--- config.mk ---
export PLATFORM = sky130hd
export DESIGN_NAME = spi_bus_arbiter
export DESIGN_NICKNAME = d
export VERILOG_FILES = /design/src/rtl/spi_arb_pkg.sv /design/src/rtl/spi_bus_arbiter_rr.sv /design/src/rtl/spi_bus_arbiter.sv
export SDC_FILE = /design/constraint.sdc
export NUM_CORES = 1
export LEC_CHECK = 0
export CAP_MARGIN = 10
export CORE_ASPECT_RATIO = 0.5
export CORE_UTILIZATION = 55
export CTS_CLUSTER_DIAMETER = 30
export DETAILED_ROUTE_END_ITERATION = 7
export GPL_TIMING_DRIVEN = 0
export PLACE_DENSITY = 0.81
export RECOVER_POWER = 100
export SKIP_LAST_GASP = 1
export SYNTH_ARGS = -nofsm -noshare
export SYNTH_HDL_FRONTEND = slang
export SYNTH_SLANG_ARGS = --single-unit
--- constraint.sdc ---
create_clock -name clk -period 3.6 [get_ports clk]
set_input_delay 0.36 -clock clk [delete_from_list [all_inputs] [get_ports clk]]
set_output_delay 0.36 -clock clk [all_outputs]
set_load 0.005 [all_outputs]
--- src/rtl/spi_arb_pkg.sv ---
// Shared types and constants for the SPI bus arbiter.
package spi_arb_pkg;

   typedef enum logic [1:0] {
      IDLE    = 2'd0,
      GRANTED = 2'd1,
      RELEASE = 2'd2,
      GUARD   = 2'd3
   } state_t;

   localparam logic CS_IDLE   = 1'b1;
   localparam logic SCLK_IDLE = 1'b0;
   localparam logic MOSI_IDLE = 1'b1;

   // Width of a counter that must hold values 0..n (never less than one bit).
   function automatic int unsigned cnt_w(input int unsigned n);
      return (n == 0) ? 1 : $clog2(n + 1);
   endfunction

endpackage

--- src/rtl/spi_bus_arbiter_rr.sv ---
// Combinational winner pick: round-robin from ptr, or fixed lowest-index priority.
module rr_arbiter
   import spi_arb_pkg::*;
#(
   parameter int unsigned N_MASTERS = 2,
   parameter int unsigned OWNER_W   = 1,
   parameter int unsigned RR_MODE   = 1
) (
   input  logic [N_MASTERS-1:0] req,
   input  logic [OWNER_W-1:0]   ptr,
   output logic                 valid,
   output logic [OWNER_W-1:0]   idx
);

   localparam int unsigned SUM_W = OWNER_W + 1;

   logic [OWNER_W-1:0]     base;
   logic [2*N_MASTERS-1:0] req2;
   logic [N_MASTERS-1:0]   rot;
   logic [SUM_W-1:0]       sum;

   // Rotate requests so the search origin sits at bit 0, then take the lowest set bit.
   always_comb begin
      base  = (RR_MODE != 0) ? ptr : '0;
      req2  = {req, req};
      rot   = N_MASTERS'(req2 >> base);
      valid = 1'b0;
      sum   = '0;
      for (int i = N_MASTERS - 1; i >= 0; i--) begin
         if (rot[i]) begin
            valid = 1'b1;
            sum   = SUM_W'(base) + SUM_W'(i);
         end
      end
      if (sum >= SUM_W'(N_MASTERS)) begin
         sum = sum - SUM_W'(N_MASTERS);
      end
      idx = OWNER_W'(sum);
   end

endmodule

--- src/rtl/spi_bus_arbiter.sv ---
// Shares one SPI bus among N masters via req/grant, with a forced-idle guard
// between owners and a hold-timeout watchdog.
module spi_bus_arbiter
   import spi_arb_pkg::*;
#(
   parameter int unsigned N_MASTERS      = 2,
   parameter int unsigned GUARD_CYCLES   = 8,
   parameter int unsigned TIMEOUT_CYCLES = 1048576,
   parameter int unsigned RR_MODE        = 1,
   parameter int unsigned OWNER_W        = $clog2(N_MASTERS)
) (
   input  logic                 clk,
   input  logic                 rst,
   input  logic [N_MASTERS-1:0] req,
   output logic [N_MASTERS-1:0] grant,
   input  logic [N_MASTERS-1:0] cs_i,
   input  logic [N_MASTERS-1:0] sclk_i,
   input  logic [N_MASTERS-1:0] mosi_i,
   output logic [N_MASTERS-1:0] miso_o,
   output logic                 cs,
   output logic                 sclk,
   output logic                 mosi,
   input  logic                 miso,
   output logic [OWNER_W-1:0]   owner,
   output logic                 bus_busy,
   output logic                 timeout_err
);

   localparam int unsigned TO_W = cnt_w(TIMEOUT_CYCLES);
   localparam int unsigned GD_W = cnt_w(GUARD_CYCLES);
   localparam logic [TO_W-1:0] TO_LAST =
      TO_W'((TIMEOUT_CYCLES == 0) ? 0 : TIMEOUT_CYCLES - 1);
   localparam logic [GD_W-1:0] GD_LAST = GD_W'(GUARD_CYCLES - 1);

   state_t               state_q, state_d;
   logic [N_MASTERS-1:0] grant_q, grant_d;
   logic [OWNER_W-1:0]   owner_q, owner_d;
   logic [OWNER_W-1:0]   ptr_q, ptr_d;
   logic [GD_W-1:0]      gcnt_q, gcnt_d;
   logic [TO_W-1:0]      tcnt_q, tcnt_d;
   logic                 busy_q, busy_d;
   logic                 terr_q, terr_d;

   logic                 arb_valid;
   logic [OWNER_W-1:0]   arb_idx;
   logic [OWNER_W-1:0]   nxt_ptr;
   logic                 other_req;
   logic                 to_fire;
   logic                 drive;

   rr_arbiter #(
      .N_MASTERS (N_MASTERS),
      .OWNER_W   (OWNER_W),
      .RR_MODE   (RR_MODE)
   ) u_pick (
      .req   (req),
      .ptr   (ptr_q),
      .valid (arb_valid),
      .idx   (arb_idx)
   );

   // Next-state, counters and registered outputs.
   always_comb begin
      state_d   = state_q;
      grant_d   = grant_q;
      owner_d   = owner_q;
      ptr_d     = ptr_q;
      gcnt_d    = gcnt_q;
      tcnt_d    = tcnt_q;
      terr_d    = 1'b0;
      to_fire   = 1'b0;
      nxt_ptr   = (arb_idx == OWNER_W'(N_MASTERS - 1)) ? '0 : arb_idx + OWNER_W'(1);
      other_req = |(req & ~grant_q);

      case (state_q)
         IDLE: begin
            if (arb_valid) begin
               state_d = GRANTED;
               grant_d = N_MASTERS'(1) << arb_idx;
               owner_d = arb_idx;
               ptr_d   = nxt_ptr;
               tcnt_d  = '0;
            end
         end
         GRANTED: begin
            // Watchdog only runs while someone else is waiting; it wins over a release.
            if ((TIMEOUT_CYCLES != 0) && other_req) begin
               if (tcnt_q == TO_LAST) begin
                  to_fire = 1'b1;
               end else begin
                  tcnt_d = tcnt_q + TO_W'(1);
               end
            end else begin
               tcnt_d = '0;
            end
            if (to_fire) begin
               state_d = GUARD;
               grant_d = '0;
               terr_d  = 1'b1;
               gcnt_d  = '0;
               tcnt_d  = '0;
            end else if (!req[owner_q]) begin
               state_d = RELEASE;
               grant_d = '0;
               tcnt_d  = '0;
            end
         end
         RELEASE: begin
            if (cs_i[owner_q]) begin
               state_d = GUARD;
               gcnt_d  = '0;
            end
         end
         GUARD: begin
            if (gcnt_q == GD_LAST) begin
               gcnt_d = '0;
               if (arb_valid) begin
                  state_d = GRANTED;
                  grant_d = N_MASTERS'(1) << arb_idx;
                  owner_d = arb_idx;
                  ptr_d   = nxt_ptr;
                  tcnt_d  = '0;
               end else begin
                  state_d = IDLE;
               end
            end else begin
               gcnt_d = gcnt_q + GD_W'(1);
            end
         end
         default: begin
            state_d = IDLE;
            grant_d = '0;
         end
      endcase

      busy_d = (state_d == GRANTED) || (state_d == RELEASE);
   end

   always_ff @(posedge clk or negedge rst) begin
      if (!rst) begin
         state_q <= IDLE;
         grant_q <= '0;
         owner_q <= '0;
         ptr_q   <= '0;
         gcnt_q  <= '0;
         tcnt_q  <= '0;
         busy_q  <= 1'b0;
         terr_q  <= 1'b0;
      end else begin
         state_q <= state_d;
         grant_q <= grant_d;
         owner_q <= owner_d;
         ptr_q   <= ptr_d;
         gcnt_q  <= gcnt_d;
         tcnt_q  <= tcnt_d;
         busy_q  <= busy_d;
         terr_q  <= terr_d;
      end
   end

   // Bus mux is a pure pass-through of the owner so SCLK and MISO keep their phase.
   always_comb begin
      drive  = (state_q == GRANTED) || (state_q == RELEASE);
      cs     = drive ? cs_i[owner_q]   : CS_IDLE;
      sclk   = drive ? sclk_i[owner_q] : SCLK_IDLE;
      mosi   = drive ? mosi_i[owner_q] : MOSI_IDLE;
      miso_o = '1;
      if (drive) begin
         miso_o[owner_q] = miso;
      end
   end

   assign grant       = grant_q;
   assign owner       = owner_q;
   assign bus_busy    = busy_q;
   assign timeout_err = terr_q;

endmodule

* Yosys cells after proc, flatten, opt, wreduce, memory -nomap -nowiden
Index checks and enable logic that the tools add are counted.
Storage, ports and cells: register bits after elaboration 33, logic and storage cells 100
Cells by class: $add $sub $neg 5, order comparisons 3, equal/unequal tests 12, shift-type cells 2, multiplexer cells 54, bitwise gates (word level) 4, reductions and logical operators 12
Operator list (number):
- 2-to-1 mux 21 bit | 6
- one-hot mux 21 bit (3 select lines) | 1
- 2-to-1 mux 1 bit | 26
- 2-to-1 mux 2 bit | 12
- adder 21 x 1 -> 21 bit (second input constant) | 1
- == test 21 x 20 -> 1 bit (second input constant) | 1
- 2-to-1 mux 4 bit | 3
- one-hot mux 4 bit (3 select lines) | 1
- AND reduction 3 bit | 3
- one-hot mux 2 bit (4 select lines) | 1
- == test 2 bit (second input constant) | 3
- one-hot mux 2 bit (3 select lines) | 1
- nonzero test 3 bit | 2
- != test 5 x 4 -> 1 bit (second input constant) | 1
- adder 4 x 1 -> 4 bit (second input constant) | 1
- == test 2 x 1 -> 1 bit (second input constant) | 2
- == test 4 x 3 -> 1 bit (second input constant) | 1
- != test 2 bit (second input constant) | 2
- NOT 2 bit | 2
- one-hot mux 1 bit (2 select lines) | 2
- right shift 4 x 1 -> 2 bit | 1
- != test 3 x 2 -> 1 bit (second input constant) | 1
- adder 1 x 1 -> 2 bit (second input constant) | 1
- AND 2 bit | 1
- other kinds (15) | 16

* Depth between registers and ports, before layout
depth after elaboration 10, depth in mapped cells 7, depth with buffers taken out 7

* Modules after synthesis
Synthesis repeated with hierarchy kept, for this count alone.
Unflattened totals: cells, all modules 231, area total of the unflattened synthesis 2083.2 um2
By module, submodules not included:
- spi_bus_arbiter | instances 1, cells an instance 228, area an instance 2065.7 um2, sequential area each 825.8 um2
- rr_arbiter | instances 1, cells an instance 3, area an instance 17.5 um2, sequential area each 0.0 um2

* Worst setup path before layout
Ideal clock, no wire load.
kind register to register, start point reg tcnt_q[17], end point reg gcnt_q[0], setup time 0.118 ns, data arrival time 2.043 ns, path slack 1.439 ns, cell stages (with the launch flop) 7, path buffers 1, clock period less this slack 2.161 ns, path through dfrtp_1 -> and4_1 -> or4b_1 -> buf_2 -> o41a_1 -> or2_4 -> a21o_1
On the way: longest elaborated chain between the ends 6
Ends and longest elaborated chain:
- from (decl) | RTL line spi_bus_arbiter.sv:40 | logic [TO_W-1:0] tcnt_q, tcnt_d;
- from (signal assigned) | RTL line spi_bus_arbiter.sv:155 | tcnt_q <= tcnt_d;
- == test 21 x 20 -> 1 bit | RTL line spi_bus_arbiter.sv:88 | if (tcnt_q == TO_LAST) begin
- 2-to-1 mux 1 bit | RTL line spi_bus_arbiter.sv:88
- 2-to-1 mux 1 bit | RTL line spi_bus_arbiter.sv:87 | if ((TIMEOUT_CYCLES != 0) && other_req) begin
- 2-to-1 mux 1 bit | RTL line spi_bus_arbiter.sv:75 | case (state_q)
- != test 2 x 1 -> 1 bit (no source line)
- AND reduction 3 bit (no source line)
- to (signal assigned) | RTL line spi_bus_arbiter.sv:154 | gcnt_q <= gcnt_d;
- to (decl) | RTL line spi_bus_arbiter.sv:39 | logic [GD_W-1:0] gcnt_q, gcnt_d;
Every way passes these cells. The select of a mux whose other input is x is not followed. A chain may end at the register's enable or synchronous reset.

* Worst setup path in the final report
start point reg state_q[0], end point out miso_o[0]
On the way: longest elaborated chain between the ends 3, elaborated cells between the ends (all ways) 4
Ends and longest elaborated chain:
- from (decl) | RTL line spi_bus_arbiter.sv:35 | state_t state_q, state_d;
- from (signal assigned) | RTL line spi_bus_arbiter.sv:150 | state_q <= state_d;
- == test 2 x 1 -> 1 bit or == test 2 bit (tied branches) | RTL line spi_bus_arbiter.sv:163 | drive = (state_q == GRANTED) || (state_q == RELEASE);
- logical OR 1 bit (*) | RTL line spi_bus_arbiter.sv:163
- 2-to-1 mux 2 bit (*) | RTL line spi_bus_arbiter.sv:168 | if (drive) begin
- to (decl) | RTL line spi_bus_arbiter.sv:19 | output logic [N_MASTERS-1:0] miso_o,
Every way passes the cells marked *; elsewhere a longest branch is shown, timed or not.

==> reports/metrics.csv <==
stage,metric,value,unit
outcome,status,finished with violations,
outcome,violations,"capacitance limit, slew limit",
min_path,hold_class,reg -> reg,
clock_tree,cts_tree,done,
placement,gp_congestion,0.817,
synthesis,synth_most_common_cell,dfrtp_1,
sta,worst_pin_slew,1.80,ns
routing,drtPass1Iterations,4,
placement,postPlaceCellArea,2240,um2
routing,wl,4.46,mm
routing,wire_per_inst,15.5,um
sta,finalHoldViolCount,0,
synthesis,synthTopCellsByCount,"33 x dfrtp_1, 16 x nor2_1, 15 x nand2_1",
clock_tree,htreeDepth,2,
synthesis,ys_top_cells_by_area,"dfrtp_1 42%, ha_1 4.4%, o21ai_0 3.3%",
synthesis,yosysTopAreaCellShare,41.7,%
finish,final_area,2320,um2
routing,met1_length,2.15,mm
grt,antenna_found_initial,0,
critical_path,r2r_slack,1.05,ns
clock_tree,cts.clk_slew.worst_paths,0.07,ns
critical_path,crit_arrival,2.27,ns
routing,final_antenna_net_count,0,
power_and_ir_drop,vdd_ir_drop_max,0.269,mV
synthesis,synth_top_area_cell,dfrtp_1,
clock_tree,insertion_delay,0.29,ns
placement,hpwl,3.24,mm
floorplanning,num_rows,14,
routing,highest_layer,met4,
min_path,hold-path-endpoint,grant[0]$_DFFE_PN0P_,
sta,setup_viol,0,
routing,wl_met3,224,um
critical_path,crit_fanout,6,
synthesis,ys_types,52,
synthesis,yosysWarnings,0,
grt,grt_pass1_wl,7.45,mm
clock_tree,numCtsBuffers,5,
synthesis,synth.avg_cell_area,9.39,um2
synthesis,synth-edff-count,0,
clock_tree,cts-root-buf,clkbuf_8,
sta,min_period,2.63,ns
grt,track_usage,26.1,%
finish,insertedDiodeCount,0,
synthesis,synth_area,1980,um2
synthesis,synthCells,211,
routing,wl_met2,2.03,mm
sta,fmax,381,MHz
routing,vias_per_cell,6.14,
sta,max-slew-margin-rel,-20.1,%
routing,drc,0,
clock_tree,clock-sinks,33,
clock_tree,hold_buffers,0,
finish,drive_gt1_share,5.86,%
floorplanning,fp.dieH,44.4,um
routing,drt_iter0_markers,118,
min_path,worstHoldStart,grant[0]$_DFFE_PN0P_,
synthesis,synthFlopType,dfrtp_1,
critical_path,worstSetupEndpointType,output port,
grt,grt_max_degree,34,
sta,tns,0,ns
finish,syn_to_final_growth,17.4,%
clock_tree,clockBufferDepth,2,
synthesis,yosysSeqAreaShare,41.7,%
critical_path,r2r_cells,6,
power_and_ir_drop,p_leak,0.972,nW
power_and_ir_drop,p_per_area,600,nW/um2
finish,fill_cells,251,
floorplanning,die-area,3860,um2
grt,overflow,0,
placement,portBuffers,20,
sta,slew_viol_final,34,
floorplanning,initial_core_util,61.8,%
clock_tree,ctsResizeCount,0,
sta,fin_crit_sh,72.9,%
critical_path,cp.required,3.24,ns
finish,fin_nets,256,
floorplanning,core_area,3210,um2
grt,grt_pass1_vias,1643,
synthesis,synth_fp_nets,229,
placement,place_worst_setup_slack,1.10,ns
floorplanning,chipWidth,86.9,um
floorplanning,ioPinCount,21,
run,drv_cap,1,
critical_path,start_kind,register,
synthesis,ys_async_sr_fraction,100,%
clock_tree,post-cts-setup-buffer-count,0,
synthesis,ys_seq_elements,33,
critical_path,r2r-start,tcnt_q[16]$_DFFE_PN0P_,
sta,rsz0062_at_grt,false,
critical_path,rr_endpoint,gcnt_q[3]$_DFFE_PN0P_,
routing,dr_total_vias,1762,
critical_path,path_class,reg -> out,
min_path,hold_depth,1,
sta,fin_skew,0.00807,ns
sta,fin_ws,0.974,ns
==> placed cells by master, fill, tap and decap left out, types with 2 or more instances in the layout <==
cell	instances
nand4_1	5
or4_1	2
o31ai_1	5
dfrtp_1	33
clkdlybuf4s50_1	9
a21o_1	5
ha_1	7
inv_1	10
a21oi_1	8
or3_1	2
xnor2_1	3
mux2i_1	5
a2bb2oi_1	3
and4_1	3
a22o_1	4
a21boi_0	2
nor2b_1	4
nand2b_1	5
dlygate4sd3_1	10
nor2_1	16
nor4_1	8
clkbuf_1	7
o21a_1	2
xor2_1	4
o211ai_1	2
o41ai_1	2
and3_1	3
nand3_1	8
clkbuf_8	7
o21ai_0	13
nand2_1	15
nor3_1	5
==> worst max-delay path, stage by stage, from the launching register on <==
cell	delay, ns
dfrtp_1	0.46
inv_1	0.12
ha_1	0.37
or3b_2	0.44
dlygate4sd3_1	0.58
==> worst max-delay path by stage <==
stage	from	endpoint	slack [ns]	depth (start not counted)
finish	state_q[0]$_DFF_PN0_	miso_o[0]	0.97	4
global route	state_q[0]$_DFF_PN0_	miso_o[0]	0.90	4
CTS	state_q[0]$_DFF_PN0_	miso_o[0]	1.10	4
detailed placement	req[1]	tcnt_q[7]$_DFFE_PN0P_	1.10	7
global placement	req[0]	grant[1]$_DFFE_PN0P_	1.15	6
floorplan	tcnt_q[17]$_DFFE_PN0P_	gcnt_q[0]$_DFFE_PN0P_	1.44	6
==> registers in the layout (all words and copies together), names as in the netlist <==
name	cells
owner	1
state_q	2
gcnt_q	4
tcnt_q	21
ptr_q	1
bus_busy	1
grant	2
timeout_err	1
==> per-stage QoR <==
step           hold slack, ns  cells  power, W  util, %
2_1_floorplan          0.0644    211  0.000884        -
3_3_place_gp            0.481    279   0.00109     69.9
3_5_place_dp            0.470    279   0.00111     69.8
4_1_cts                 0.161    287   0.00143     72.9
6_report                0.490    287   0.00139     72.5
5_1_grt                 0.518    287   0.00148     72.5
==> area by class of cell <==
cell class / instances / area, um2 / share of cell area, %
Multi-Input combinational cell: 162 / 1080 / 46.6
Sequential cell: 33 / 826 / 35.5
Timing Repair Buffer: 20 / 194 / 8.34
Clock buffer: 7 / 96.3 / 4.14
Tap cell: 48 / 60.1 / 2.58
Inverter: 10 / 37.5 / 1.61
Buffer: 6 / 22.5 / 0.969
Clock inverter: 1 / 5.00 / 0.215
==> per-layer routing <==
metal  up-vias  track usage [%]
met5         -                0
met4         0             9.67
met3         7             7.09
li1        845                -
met2        56             43.0
met1       854             33.7
==> power breakdown <==
part           internal [W]  total, W  leakage (nW)  switching (W)
combinational      0.000265  0.000622         0.470       0.000357
sequential         0.000421  0.000459         0.448      0.0000386
clock              0.000173  0.000313        0.0542       0.000140
total              0.000859   0.00139         0.972       0.000536
==> kinds of logic after synthesis <==
| family | after synthesis | share of synthesized area [%] |
|---|---|---|
| DFF | 33 | 41.7 |
| buffers and inverters | 16 | 3.10 |
| adders and majority gates | 7 | 4.42 |
| and+or+nand+nor | 86 | 24.0 |
| xor gates and xnor gates | 7 | 3.10 |
| AOI/OAI and AO/OA | 56 | 20.6 |
| muxes | 6 | 3.10 |
No activity file was read; power rests on OpenSTA's default activity.
